<file path="config.mk">
export PLATFORM = sky130hd
export DESIGN_NAME = control_unit_module
export DESIGN_NICKNAME = d
export VERILOG_FILES = /design/src/rtl/control_unit_module_pkg.sv /design/src/rtl/control_unit_module_alu_decoder.sv /design/src/rtl/control_unit_module.sv
export SDC_FILE = /design/constraint.sdc
export NUM_CORES = 1
export LEC_CHECK = 0
export ABC_CLOCK_PERIOD_IN_PS = 5000
export BUFFER_PORTS_ARGS = -buffer_cell sky130_fd_sc_hd__buf_2
export CAP_MARGIN = 20
export CORE_MARGIN = 10
export CORE_UTILIZATION = 55
export DETAILED_ROUTE_END_ITERATION = 10
export PLACE_DENSITY = 0.87
export SLEW_MARGIN = 20
export SYNTH_ARGS = -nofsm -noshare
export SYNTH_HDL_FRONTEND = slang
export SYNTH_SLANG_ARGS = --single-unit
export TNS_END_PERCENT = 20
</file>
<file path="constraint.sdc">
create_clock -name clk -period 5 [get_ports clk]
set_clock_uncertainty 0.2 [all_clocks]
set_input_delay 0 -clock clk [delete_from_list [all_inputs] [get_ports clk]]
set_output_delay 0 -clock clk [all_outputs]
set_load 0.005 [all_outputs]
</file>
<file path="src/rtl/control_unit_module_pkg.sv">
// Shared definitions for the multicycle RV32I control unit: states, opcodes,
// ALU / immediate / access-size codes and small funct3 decode helpers.
package control_unit_module_pkg;

    typedef enum logic [3:0] {
        S_FETCH     = 4'd0,
        S_DECODE    = 4'd1,
        S_MEM_ADR   = 4'd2,
        S_MEM_RD    = 4'd3,
        S_LOAD_WB   = 4'd4,
        S_MEM_WR    = 4'd5,
        S_EXEC_R    = 4'd6,
        S_EXEC_I    = 4'd7,
        S_ALU_WB    = 4'd8,
        S_LUI_WB    = 4'd9,
        S_BRANCH    = 4'd10,
        S_EXEC_JALR = 4'd11,
        S_JUMP_LINK = 4'd12,
        S_JUMP      = 4'd13,
        S_HALT      = 4'd14
    } state_t;

    localparam logic [6:0] OPC_LOAD   = 7'b0000011;
    localparam logic [6:0] OPC_STORE  = 7'b0100011;
    localparam logic [6:0] OPC_OP     = 7'b0110011;
    localparam logic [6:0] OPC_OP_IMM = 7'b0010011;
    localparam logic [6:0] OPC_BRANCH = 7'b1100011;
    localparam logic [6:0] OPC_JAL    = 7'b1101111;
    localparam logic [6:0] OPC_JALR   = 7'b1100111;
    localparam logic [6:0] OPC_LUI    = 7'b0110111;
    localparam logic [6:0] OPC_AUIPC  = 7'b0010111;
    localparam logic [6:0] OPC_FENCE  = 7'b0001111;
    localparam logic [6:0] OPC_SYSTEM = 7'b1110011;

    localparam logic [3:0] ALU_ADD  = 4'd0;
    localparam logic [3:0] ALU_SUB  = 4'd1;
    localparam logic [3:0] ALU_AND  = 4'd2;
    localparam logic [3:0] ALU_OR   = 4'd3;
    localparam logic [3:0] ALU_XOR  = 4'd4;
    localparam logic [3:0] ALU_SLL  = 4'd5;
    localparam logic [3:0] ALU_SRL  = 4'd6;
    localparam logic [3:0] ALU_SRA  = 4'd7;
    localparam logic [3:0] ALU_SLT  = 4'd8;
    localparam logic [3:0] ALU_SLTU = 4'd9;

    localparam logic [3:0] IMM_I   = 4'd0;
    localparam logic [3:0] IMM_S   = 4'd1;
    localparam logic [3:0] IMM_B   = 4'd2;
    localparam logic [3:0] IMM_U   = 4'd3;
    localparam logic [3:0] IMM_J   = 4'd4;
    localparam logic [3:0] IMM_LB  = 4'd5;
    localparam logic [3:0] IMM_LH  = 4'd6;
    localparam logic [3:0] IMM_LW  = 4'd7;
    localparam logic [3:0] IMM_LBU = 4'd8;
    localparam logic [3:0] IMM_LHU = 4'd9;

    localparam logic [1:0] MODE_WORD = 2'b00;
    localparam logic [1:0] MODE_HALF = 2'b01;
    localparam logic [1:0] MODE_BYTE = 2'b10;

    localparam logic [1:0] OP1_RS1    = 2'b00;
    localparam logic [1:0] OP1_PC     = 2'b01;
    localparam logic [1:0] OP1_OLD_PC = 2'b10;
    localparam logic [1:0] OP2_IMM    = 2'b00;
    localparam logic [1:0] OP2_FOUR   = 2'b01;
    localparam logic [1:0] OP2_RS2    = 2'b10;

    localparam logic [1:0] RF_MEM  = 2'b00;
    localparam logic [1:0] RF_ALU  = 2'b01;
    localparam logic [1:0] RF_SEXT = 2'b10;

    function automatic logic [1:0] mode_from_funct3(input logic [2:0] f3);
        logic [1:0] m;
        case (f3[1:0])
            2'b00:   m = MODE_BYTE;
            2'b01:   m = MODE_HALF;
            default: m = MODE_WORD;
        endcase
        return m;
    endfunction

    function automatic logic [3:0] load_ext_from_funct3(input logic [2:0] f3);
        logic [3:0] s;
        case (f3)
            3'b000:  s = IMM_LB;
            3'b001:  s = IMM_LH;
            3'b100:  s = IMM_LBU;
            3'b101:  s = IMM_LHU;
            default: s = IMM_LW;
        endcase
        return s;
    endfunction

    // SUB gives zero on equality; SLT/SLTU give zero when rs1 >= rs2.
    function automatic logic branch_taken(input logic [2:0] f3, input logic zero);
        logic t;
        case (f3)
            3'b000:  t = zero;
            3'b001:  t = ~zero;
            3'b100:  t = ~zero;
            3'b101:  t = zero;
            3'b110:  t = ~zero;
            3'b111:  t = zero;
            default: t = 1'b0;
        endcase
        return t;
    endfunction

endpackage

</file>
<file path="src/rtl/control_unit_module_alu_decoder.sv">
// Combinational ALU-operation decoder from opcode, funct3 and funct7[5].
module alu_decoder_module
    import control_unit_module_pkg::*;
(
    input  logic [6:0] opcode_i,
    input  logic [2:0] funct3_i,
    input  logic       funct7_5_i,
    output logic [3:0] alu_sel_o
);

    // Register-register and immediate ops share funct3 meaning; only ADD/SUB differs.
    always_comb begin
        alu_sel_o = ALU_ADD;
        if ((opcode_i == OPC_OP) || (opcode_i == OPC_OP_IMM)) begin
            case (funct3_i)
                3'b000:  alu_sel_o = ((opcode_i == OPC_OP) && funct7_5_i) ? ALU_SUB : ALU_ADD;
                3'b001:  alu_sel_o = ALU_SLL;
                3'b010:  alu_sel_o = ALU_SLT;
                3'b011:  alu_sel_o = ALU_SLTU;
                3'b100:  alu_sel_o = ALU_XOR;
                3'b101:  alu_sel_o = funct7_5_i ? ALU_SRA : ALU_SRL;
                3'b110:  alu_sel_o = ALU_OR;
                3'b111:  alu_sel_o = ALU_AND;
                default: alu_sel_o = ALU_ADD;
            endcase
        end else if (opcode_i == OPC_BRANCH) begin
            case (funct3_i[2:1])
                2'b10:   alu_sel_o = ALU_SLT;
                2'b11:   alu_sel_o = ALU_SLTU;
                default: alu_sel_o = ALU_SUB;
            endcase
        end else begin
            alu_sel_o = ALU_ADD;
        end
    end

endmodule

</file>
<file path="src/rtl/control_unit_module.sv">
// Multicycle control FSM sequencing the RV32I datapath; outputs are decoded
// combinationally from the current state and forced low while reset is held.
module control_unit_module
    import control_unit_module_pkg::*;
#(
    parameter bit HALT_ON_ILLEGAL = 1'b1
) (
    input  logic        clk,
    input  logic        reset,
    input  logic [31:0] ir_reg_out,
    input  logic        zero,
    input  logic        mem_op_r,
    output logic        pc_enable,
    output logic        old_pc_enable,
    output logic        ir_reg_enable,
    output logic        mem_reg_enable,
    output logic        alu_reg_enable,
    output logic        rf_we,
    output logic        mem_enable,
    output logic        mem_write_enable,
    output logic        memsel_mux_select,
    output logic        alu_reg_mux_select,
    output logic [1:0]  regfile_mux_select,
    output logic [3:0]  imm_src,
    output logic [1:0]  opsel1_select,
    output logic [1:0]  opsel2_select,
    output logic [3:0]  alu_sel,
    output logic [1:0]  instr_mode,
    output logic        halted,
    output logic [31:0] instret
);

    state_t      state_q, state_d;
    logic        halted_q;
    logic [31:0] instret_q;

    logic [6:0]  opcode_s;
    logic [2:0]  funct3_s;
    logic [3:0]  dec_alu_s;
    logic        unused_ir_s;

    logic        pc_en_s, old_pc_en_s, ir_en_s, mem_reg_en_s, alu_reg_en_s;
    logic        rf_we_s, mem_en_s, mem_we_s, memsel_s, arm_s;
    logic [1:0]  rfm_s, op1_s, op2_s, mode_s;
    logic [3:0]  imm_s, alu_s;

    assign opcode_s    = ir_reg_out[6:0];
    assign funct3_s    = ir_reg_out[14:12];
    assign unused_ir_s = ^{ir_reg_out[31], ir_reg_out[29:15], ir_reg_out[11:7]};

    alu_decoder_module u_alu_dec (
        .opcode_i   (opcode_s),
        .funct3_i   (funct3_s),
        .funct7_5_i (ir_reg_out[30]),
        .alu_sel_o  (dec_alu_s)
    );

    // State, sticky halt flag and retired-instruction counter.
    always_ff @(posedge clk or negedge reset) begin
        if (!reset) begin
            state_q   <= S_FETCH;
            halted_q  <= 1'b0;
            instret_q <= 32'd0;
        end else begin
            state_q  <= state_d;
            halted_q <= halted_q | (state_d == S_HALT);
            if ((state_d == S_FETCH) && (state_q != S_FETCH)) begin
                instret_q <= instret_q + 32'd1;
            end else begin
                instret_q <= instret_q;
            end
        end
    end

    // Next-state and per-state datapath controls.
    always_comb begin
        state_d      = state_q;
        pc_en_s      = 1'b0;
        old_pc_en_s  = 1'b0;
        ir_en_s      = 1'b0;
        mem_reg_en_s = 1'b0;
        alu_reg_en_s = 1'b0;
        rf_we_s      = 1'b0;
        mem_en_s     = 1'b0;
        mem_we_s     = 1'b0;
        memsel_s     = 1'b0;
        arm_s        = 1'b0;
        rfm_s        = RF_MEM;
        imm_s        = IMM_I;
        op1_s        = OP1_RS1;
        op2_s        = OP2_IMM;
        alu_s        = ALU_ADD;
        mode_s       = MODE_WORD;
        case (state_q)
            S_FETCH: begin
                mem_en_s = 1'b1;
                if (mem_op_r) begin
                    ir_en_s     = 1'b1;
                    old_pc_en_s = 1'b1;
                    pc_en_s     = 1'b1;
                    op1_s       = OP1_PC;
                    op2_s       = OP2_FOUR;
                    arm_s       = 1'b1;
                    state_d     = S_DECODE;
                end else begin
                    state_d = S_FETCH;
                end
            end
            S_DECODE: begin
                alu_reg_en_s = 1'b1;
                op1_s        = OP1_OLD_PC;
                op2_s        = OP2_IMM;
                imm_s        = (opcode_s == OPC_JAL) ? IMM_J :
                               (opcode_s == OPC_BRANCH) ? IMM_B : IMM_U;
                case (opcode_s)
                    OPC_LOAD, OPC_STORE: state_d = S_MEM_ADR;
                    OPC_OP:              state_d = S_EXEC_R;
                    OPC_OP_IMM:          state_d = S_EXEC_I;
                    OPC_BRANCH:          state_d = S_BRANCH;
                    OPC_JAL:             state_d = S_JUMP_LINK;
                    OPC_JALR:            state_d = S_EXEC_JALR;
                    OPC_LUI:             state_d = S_LUI_WB;
                    OPC_AUIPC:           state_d = S_ALU_WB;
                    OPC_FENCE:           state_d = S_FETCH;
                    default:             state_d = HALT_ON_ILLEGAL ? S_HALT : S_FETCH;
                endcase
            end
            S_MEM_ADR: begin
                alu_reg_en_s = 1'b1;
                imm_s        = (opcode_s == OPC_STORE) ? IMM_S : IMM_I;
                state_d      = (opcode_s == OPC_STORE) ? S_MEM_WR : S_MEM_RD;
            end
            S_MEM_RD: begin
                mem_en_s = 1'b1;
                memsel_s = 1'b1;
                mode_s   = mode_from_funct3(funct3_s);
                if (mem_op_r) begin
                    mem_reg_en_s = 1'b1;
                    state_d      = S_LOAD_WB;
                end else begin
                    state_d = S_MEM_RD;
                end
            end
            S_LOAD_WB: begin
                imm_s   = load_ext_from_funct3(funct3_s);
                rfm_s   = RF_SEXT;
                rf_we_s = 1'b1;
                state_d = S_FETCH;
            end
            S_MEM_WR: begin
                mem_en_s = 1'b1;
                mem_we_s = 1'b1;
                memsel_s = 1'b1;
                mode_s   = mode_from_funct3(funct3_s);
                state_d  = mem_op_r ? S_FETCH : S_MEM_WR;
            end
            S_EXEC_R: begin
                alu_reg_en_s = 1'b1;
                op2_s        = OP2_RS2;
                alu_s        = dec_alu_s;
                state_d      = S_ALU_WB;
            end
            S_EXEC_I: begin
                alu_reg_en_s = 1'b1;
                alu_s        = dec_alu_s;
                state_d      = S_ALU_WB;
            end
            S_ALU_WB: begin
                rfm_s   = RF_ALU;
                rf_we_s = 1'b1;
                state_d = S_FETCH;
            end
            S_LUI_WB: begin
                imm_s   = IMM_U;
                rfm_s   = RF_SEXT;
                rf_we_s = 1'b1;
                state_d = S_FETCH;
            end
            S_BRANCH: begin
                op2_s   = OP2_RS2;
                alu_s   = dec_alu_s;
                pc_en_s = branch_taken(funct3_s, zero);
                state_d = S_FETCH;
            end
            S_EXEC_JALR: begin
                alu_reg_en_s = 1'b1;
                state_d      = S_JUMP_LINK;
            end
            S_JUMP_LINK: begin
                op1_s   = OP1_OLD_PC;
                op2_s   = OP2_FOUR;
                arm_s   = 1'b1;
                rfm_s   = RF_ALU;
                rf_we_s = 1'b1;
                state_d = S_JUMP;
            end
            S_JUMP: begin
                pc_en_s = 1'b1;
                state_d = S_FETCH;
            end
            S_HALT: begin
                state_d = S_HALT;
            end
            default: begin
                state_d = S_FETCH;
            end
        endcase
    end

    assign pc_enable          = reset & pc_en_s;
    assign old_pc_enable      = reset & old_pc_en_s;
    assign ir_reg_enable      = reset & ir_en_s;
    assign mem_reg_enable     = reset & mem_reg_en_s;
    assign alu_reg_enable     = reset & alu_reg_en_s;
    assign rf_we              = reset & rf_we_s;
    assign mem_enable         = reset & mem_en_s;
    assign mem_write_enable   = reset & mem_we_s;
    assign memsel_mux_select  = reset & memsel_s;
    assign alu_reg_mux_select = reset & arm_s;
    assign regfile_mux_select = reset ? rfm_s  : 2'b00;
    assign imm_src            = reset ? imm_s  : 4'd0;
    assign opsel1_select      = reset ? op1_s  : 2'b00;
    assign opsel2_select      = reset ? op2_s  : 2'b00;
    assign alu_sel            = reset ? alu_s  : 4'd0;
    assign instr_mode         = reset ? mode_s : 2'b00;
    assign halted             = halted_q;
    assign instret            = instret_q;

endmodule

</file>
# --- Word-level counts from Yosys, hierarchy flattened ---
# Cells that the tools add are included.
totals:
  register_bits: 37
  input_bits: 36
  out_inout_bits: 59
op_classes:
  n_addsub: 1
  n_eq_ne: 35
  n_mux: 41
  bitwise: 11
  reduce_logical: 21
ops:
  columns: ["cell", "count"]
  rows:
  - ["$pmux 4 s9", 2]
  - ["$add 32x1->32 const B", 1]
  - ["$eq 4x4->1 const B", 8]
  - ["$pmux 4 s4", 2]
  - ["$pmux 4 s8", 1]
  - ["$eq 7x6->1 const B", 3]
  - ["$eq 7x7->1 const B", 3]
  - ["$mux 4", 5]
  - ["$eq 4x3->1 const B", 4]
  - ["$eq 7x5->1 const B", 2]
  - ["$mux 1", 14]
  - ["$reduce_or 2->1", 7]
  - ["$eq 3x3->1 const B", 4]
  - ["$mux 3", 4]
  - ["$pmux 2 s2", 3]
  - ["$reduce_or 3->1", 4]
  - ["$mux 2", 5]
  - ["$and 1x1->1", 9]
  - ["$eq 4x2->1 const B", 2]
  - ["$logic_not 4->1", 2]
  - ["$pmux 4 s2", 1]
  - ["$eq 7x2->1 const B", 1]
  - ["$eq 7x4->1 const B", 1]
  - ["$eq 3x2->1 const B", 2]
  - ["other kinds (16)", 19]

# --- Longest topological paths before layout ---
# Gate-level depths: netlist (run 1).
depth:
  ltp_word: 7
  depth_mapped: 10
  depth_no_buf: 6

# --- Hierarchy ---
# Synthesis (run 1) repeated with hierarchy kept, for this count alone.
hier_totals:
  cells_unflattened: 325
  hier_area_um2: 2742.6
modules_own_cells:
  columns: ["module", "instances", "cells_each", "area_per_inst_um2"]
  rows:
  - ["control_unit_module", 1, 306, 2600.0]
  - ["alu_decoder_module", 1, 19, 142.6]

# --- Worst setup path after synthesis (run 1) ---
# Ideal clock, no wire load.
synth_path:
  path_kind: "flip-flop to flip-flop"
  start: "register state_q[3]"
  end: "register instret_q[30], in the netlist instret[30]"
  setup_time_ns: 0.138
  t_arrival_ns: 2.173
  t_required_ns: 4.662
  setup_slack_ns: 2.489
  stages_incl_launch_ff: 11
  path_buffers: 4
  cell_sequence: "dfrtp_1 > buf_6 > or3b_1 > buf_2 > or2_0 > buf_2 > or3_4 > nand4_2 > buf_4 > nor4_1 > xor2_1"
synth_between:
  elab_chain_cells: 5
  word_cells_on_any_way: 15
  classes_between: "eq/ne (9); mux (1); reduce/logical (5)"
synth_rtl:
  columns: ["element", "line_no", "text"]
  rows:
  - ["start: declaration", "control_unit_module.sv:33", "state_t state_q, state_d;"]
  - ["start signal: assignment", "control_unit_module.sv:65", "state_q <= state_d;"]
  - ["$eq 4x3->1", "control_unit_module.sv:94", "case (state_q)"]
  - ["$reduce_or 2->1 (no source line)", null, null]
  - ["$pmux 4 s9", "control_unit_module.sv:94", null]
  - ["$logic_not 4->1", "control_unit_module.sv:67", "if ((state_d == S_FETCH) && (state_q != S_FETCH)) begin"]
  - ["$logic_and 1x1->1 *", "control_unit_module.sv:67", null]
  - ["end signal: assignment", "control_unit_module.sv:68", "instret_q <= instret_q + 32'd1;"]
  - ["end signal: assignment", "control_unit_module.sv:70", "instret_q <= instret_q;"]
  - ["end: declaration", "control_unit_module.sv:35", "logic [31:0] instret_q;"]
# Mark *: on every way between the ends. The rest lies on a longest branch, timed or not.
# A chain may end at the register's enable or synchronous reset.

# --- Worst setup path after layout (run 1) ---
layout_path:
  start: "register state_q[3]"
  end: "register instret_q[1], in the netlist instret[1]"
# The elaborated chain is that of the path after synthesis.

==> impl_metrics.toml, run 1 <==
[die]
core-area_um2 = 4750
die_area_um2 = 8180
dieWidth_um = 90.4
pin_count = 95
num_rows = 25
start_util_pct = 57.4
fp.dieH_um = 90.4

[clock_tree]
path_clk_slew_ps = 80
cts.path.max_buffers = 2
cts_made_buffers = 5
ctsResizeCount = 0
cts_tree = "built"
post-cts-setup-buffer-count = 0
clkLatencyLatePin_ps = 290
cts_root_buffer = "clkbuf_8"
clock_sinks = 37
htree_levels = 2

[global_route]
grt_pass1_wl_mm = 12.0
grt_pass1_vias = 2506
grt_max_degree = 46
grt-ovfl-total = 0
antenna_found_initial = 0
track_usage_pct = 16.7

[synthesis]
yosysWarnings = 0
synth_common_cells = "dfrtp_1 (37), xor2_1 (32), nor4_1 (31)"
syn-cell-area_um2 = 2730
synth_edf_count = 0
synthCells = 311
yosys.area.top_type = "dfrtp_1"
synth.distinct_cells = 57
synthTopCellsByArea = "dfrtp_1 (34%), xor2_1 (10%), nor4_1 (7.1%), a21oi_1 (2.9%), nand2_1 (2.9%)"
yosysTopAreaCellShare_pct = 33.9
synth_seq_cells = 37
async_flop_share_pct = 100
yosysSeqAreaShare_pct = 33.9
synth_nets = 348
synth_most_common_cell = "dfrtp_1"
syn-mean-instance-area_um2 = 8.77
synth-main-ff-cell = "dfrtp_1"

[min_path]
hp-class = "in -> reg"

[critical_path]
crit_chain = "or3b_1 > or2_0 > o211ai_2 > buf_4 > nor3_2 > mux2_4"
cp_max_fo = 18
required_ps = 4980
cp.arrival_ps = 3270
worst_setup_path_start_kind = "flip-flop"
crit_type = "reg -> reg"
crit_slowest_cell = "o211ai_2"
critPathMaxStageDelay_ps = 700
end_kind = "flip-flop"

[run]
cap_violations = 0

[sta]
finalMaxSlewViolations = 0
rsz0062_at_grt = "no"
worst_slack_ps = 1710
slew_headroom_pct = 36.8
hold_violations = 0
min_period_ps = 3290
fin_tns_setup_ps = 0
setup-violations-final = 0
fmax_ghz = 0.304
min_period_over_period_pct = 65.9
tightest_slew_ps = 948

[pwr]
leakagePower_nw = 1.57
peakVddDrop_mv = 0.249
power_density_nw_per_um2 = 401

[placement]
place.gp.congestion = 0.877
place_ws_ps = 1770
port_buffers = 73
dp.final_hpwl_mm = 5.08

[status]
status = "complete, no violations"

[cells_and_area]
antenna_cells = 0
fin_util_pct = 66.4
nets = 401
multi_input_area_um2 = 1620
fillers = 403
synthToLayoutAreaGrowth_pct = 15.7
layout.area.seq_um2 = 926
drive_above_1_share_pct = 26.0

[detailed_routing]
wl_per_cell_um = 16.4
vias = 2611
antenna_left = 0
wl_mm = 7.08
first_pass_iters = 4
remaining_drc_errors = 0
drtIter0Drc = 248
via_per_inst = 6.04
[what timing repair did]
item,CTS,global route
endpoints found under the hold margin,37,0
hold buffers,1,0
endpoints found under the setup margin,0,0
[stage by stage]
stage          power [mW]  area [µm²]  std cells  hold WS (ps)
4_1_cts              1.26        3160        432          20.9
6_report             1.27        3160        432          35.7
3_3_place_gp        0.971        3030        423         -12.3
5_1_grt              1.35        3160        432          67.4
3_5_place_dp        0.983        3030        423         -12.1
2_1_floorplan       0.896        2730        311          -496
[logic make-up after synthesis]
kind of cell | share of synthesized area (%)
xor gates and xnor gates | 10.9
adders and majority gates | 0.459
muxes | 1.28
buffers and inverters | 6.61
AOI/OAI and AO/OA | 11.6
DFF | 33.9
and+or+nand+nor | 35.2
[sequential cells by signal, indices dropped and copies added (netlist names)]
name and count:
state_q 4, instret 32, halted 1
[cell type report]
| type | instances | share of cell area [%] |
|---|---|---|
| Clock buffer | 6 | 2.62 |
| Clock inverter | 2 | 1.19 |
| Inverter | 6 | 0.713 |
| Multi-Input combinational cell | 239 | 51.4 |
| Sequential cell | 37 | 29.3 |
| Tap cell | 67 | 2.66 |
| Timing Repair Buffer | 75 | 12.1 |
[where the power goes]
| group | internal [mW] | switching, mW | leakage [nW] |
|---|---|---|---|
| clock | 0.162 | 0.110 | 0.0574 |
| sequential | 0.334 | 0.0777 | 0.499 |
| combinational | 0.211 | 0.372 | 1.01 |
[cell usage in the layout, fill, tap and decap left out, drive strengths merged, types with 2 or more instances in the layout]
cell and count:
o22ai 2, a21oi 16, nor3 9, o31ai 2
inv 6, nand4bb 3, a2111o 2, or3 2
nor4bb 2, buf 74, nand2 21, nor3b 2
nand3 16, nor4b 4, xnor2 2, xor2 32
or3b 2, dfrtp 37, mux2i 2, o21ai 5
clkbuf 6, and4 8, and2 3, o211ai 4
nand3b 4, nor4 31, and3 3, nor2b 7
nand2b 8, nand4 12, a31oi 3, nor2 18
[worst max-delay path, delay by kind of cell (launching register included)]
family,cells,cell delay (ps)
flops,1,570
mux,1,320
compound gates,1,700
buf+inv,1,340
simple gates,3,1040
[worst paths after layout]
| path | slack [ps] | cells past startpoint | end | start |
|---|---|---|---|---|
| setup / recovery | 1710 | 6 | instret[1] | state_q[3] |
| hold / removal | 40 | 4 | state_q[0] | ir_reg_out[2] |
| setup reg to reg | 1710 | 6 | instret[1] | state_q[3] |
| hold reg to reg | 270 | 1 | halted | halted |
| max in group asynchronous | 3820 | 2 | instret[15] | reset |
| min in group asynchronous | 190 | 2 | instret[6] | reset |
[layer usage]
metal	share of wire [%]	vias up	wire length, µm	GRT usage [%]
li1	-	1257	-	-
met1	43	1271	3030	20.3
met2	51	74	3580	29.2
met3	5.5	9	389	4.16
met4	1.1	0	80	3.45
met5	0	-	0	0
Power figures use the tool's default switching activity.
==> run 2, diff against run 1 <==
- ABC_CLOCK_PERIOD_IN_PS: 5000 -> 3400
- CORE_UTILIZATION: 55 -> 51
- PLACE_DENSITY: 0.87 -> 0.81
- clock period: 5 -> 3.4 ns (I/O delays scaled with it)
==> impl_metrics.toml, run 2 (same netlist as run 1, synthesis figures left out) <==
[status]
status = "complete, no violations"

[critical_path]
end_kind = "flip-flop"
cp.arrival_ps = 2880
rr_startpoint = "state_q[1]"
crit_chain = "or2_0 > o311ai_4 > nand4bb_4 > nor4_1 > xor2_1"
required_ps = 3410
critPathMaxStageDelay_ps = 680
cp_max_fo = 31
worst_setup_path_start_kind = "flip-flop"
crit_slowest_cell = "dfrtp_1"
crit_path_start = "state_q[1]"
crit_type = "reg -> reg"

[clock_tree]
htree_levels = 2
clock_sinks = 37
path_clk_slew_ps = 80
post-cts-setup-buffer-count = 0
cts_made_buffers = 5
clkLatencyLatePin_ps = 290
cts.path.max_buffers = 2
cts_tree = "built"
cts_root_buffer = "clkbuf_8"

[sta]
min_period_over_period_pct = 84.3
fmax_ghz = 0.349
slew_headroom_pct = 49.0
setup-violations-final = 0
tightest_slew_ps = 764
min_period_ps = 2870
hold_ws_ps = 19.2
hold_violations = 0
fin_tns_setup_ps = 0
rsz0062_at_grt = "no"
finalMaxSlewViolations = 0

[run]
cap_violations = 0

[min_path]
hp-class = "in -> reg"
worstHoldStart = "ir_reg_out[2]"

[cells_and_area]
nets = 408
drive_above_1_share_pct = 27.4
fillers = 458
final_common_cell = "buf_2"
layout.area.seq_um2 = 926
finalInstanceArea_um2 = 3210
fin_util_pct = 62.4
synthToLayoutAreaGrowth_pct = 17.6
antenna_cells = 0
final_cell_mix = "buf_2 (73), dfrtp_1 (37), xor2_1 (32)"
multi_input_area_um2 = 1620
largest_reg_flops = 32

[detailed_routing]
vias = 2593
antenna_left = 0
first_pass_iters = 4
drtIter0Drc = 254
via_per_inst = 5.87
wl_per_cell_um = 16.0
wl_mm = 7.07
remaining_drc_errors = 0

[die]
fp.dieH_um = 93.1
die_area_um2 = 8670
start_util_pct = 53.1
dieWidth_um = 93.1
pin_count = 95
core-area_um2 = 5140
num_rows = 26

[pwr]
seqPwrFrac_pct = 29.7
power_density_nw_per_um2 = 580
peakVddDrop_mv = 0.341
p_comb_share_pct = 49.5
clkPwrFrac_pct = 20.8
leakagePower_nw = 1.60
p_sw_mw = 0.819
intPower_mw = 1.04
power.share.switching_pct = 44.1

[global_route]
grt_pass1_vias = 2497
track_usage_pct = 15.8
grt_max_degree = 46
grt_pass1_wl_mm = 11.7
grt-ovfl-total = 0
antenna_found_initial = 0

[placement]
placed_cell_area_um2 = 3080
place.gp.congestion = 0.830
dp.final_hpwl_mm = 5.21
port_buffers = 73
[run 2: changes by cell type in the layout (fill, tap and decap cells not counted), sizes merged]
cell / delta
clkinv: +1
clkbuf: -1
buf: +7
[run 2: area by class of cell]
type	instances	share of cell area, %
multi-input cells	239	50.5
flip-flops and latches	37	28.9
repair buffers	82	13.6
well taps	70	2.73
clock buffers	5	2.15
clock inverters	3	1.44
inverters	6	0.702
[run 2: per-stage QoR]
| stage | std cells | worst slack (ps) | total power, mW |
|---|---|---|---|
| after floorplan | 311 | 889 | 1.32 |
| after global placement | 433 | 667 | 1.45 |
| after detailed placement | 433 | 559 | 1.48 |
| after CTS | 442 | 562 | 1.87 |
| after global routing | 442 | 348 | 1.98 |
| final | 442 | 535 | 1.86 |
[run 2: worst paths after layout]
kind	end	cells past startpoint	slack, ps
worst max-delay path	instret[31]	5	530
worst min-delay path	state_q[0]	4	20
worst min register to register	instret[31]	1	270
worst max register to register	instret[31]	5	530
min in group asynchronous	instret[28]	3	120
max in group asynchronous	instret[12]	3	2520
[run 2: power by group through the flow]
stage	clock network, mW	logic (mW)	registers (mW)
2_1_floorplan	0	0.777	0.541
3_3_place_gp	0	0.892	0.554
5_1_grt	0.417	1.01	0.559
6_report	0.387	0.921	0.551
3_5_place_dp	0	0.918	0.561
4_1_cts	0.396	0.922	0.551
[run 2: worst max-delay path: cells and delay by family (launching register included)]
kind	cells	cell delay, ps
compound gates	1	170
xor+xnor	1	180
flops	1	680
simple gates	3	1560
[run 2: routing by layer]
metal | global-route usage [%] | vias up | share of wire [%]
met5 | 0 | - | 0
met4 | 4.37 | 0 | 0.75
met3 | 3.92 | 4 | 5.1
met2 | 28.0 | 86 | 51
met1 | 18.4 | 1234 | 43
li1 | - | 1269 | -
[run 2: what timing repair did]
item	in CTS	in global routing
resized for setup	0	0
hold endpoints to repair	37	0
hold buffers	1	0
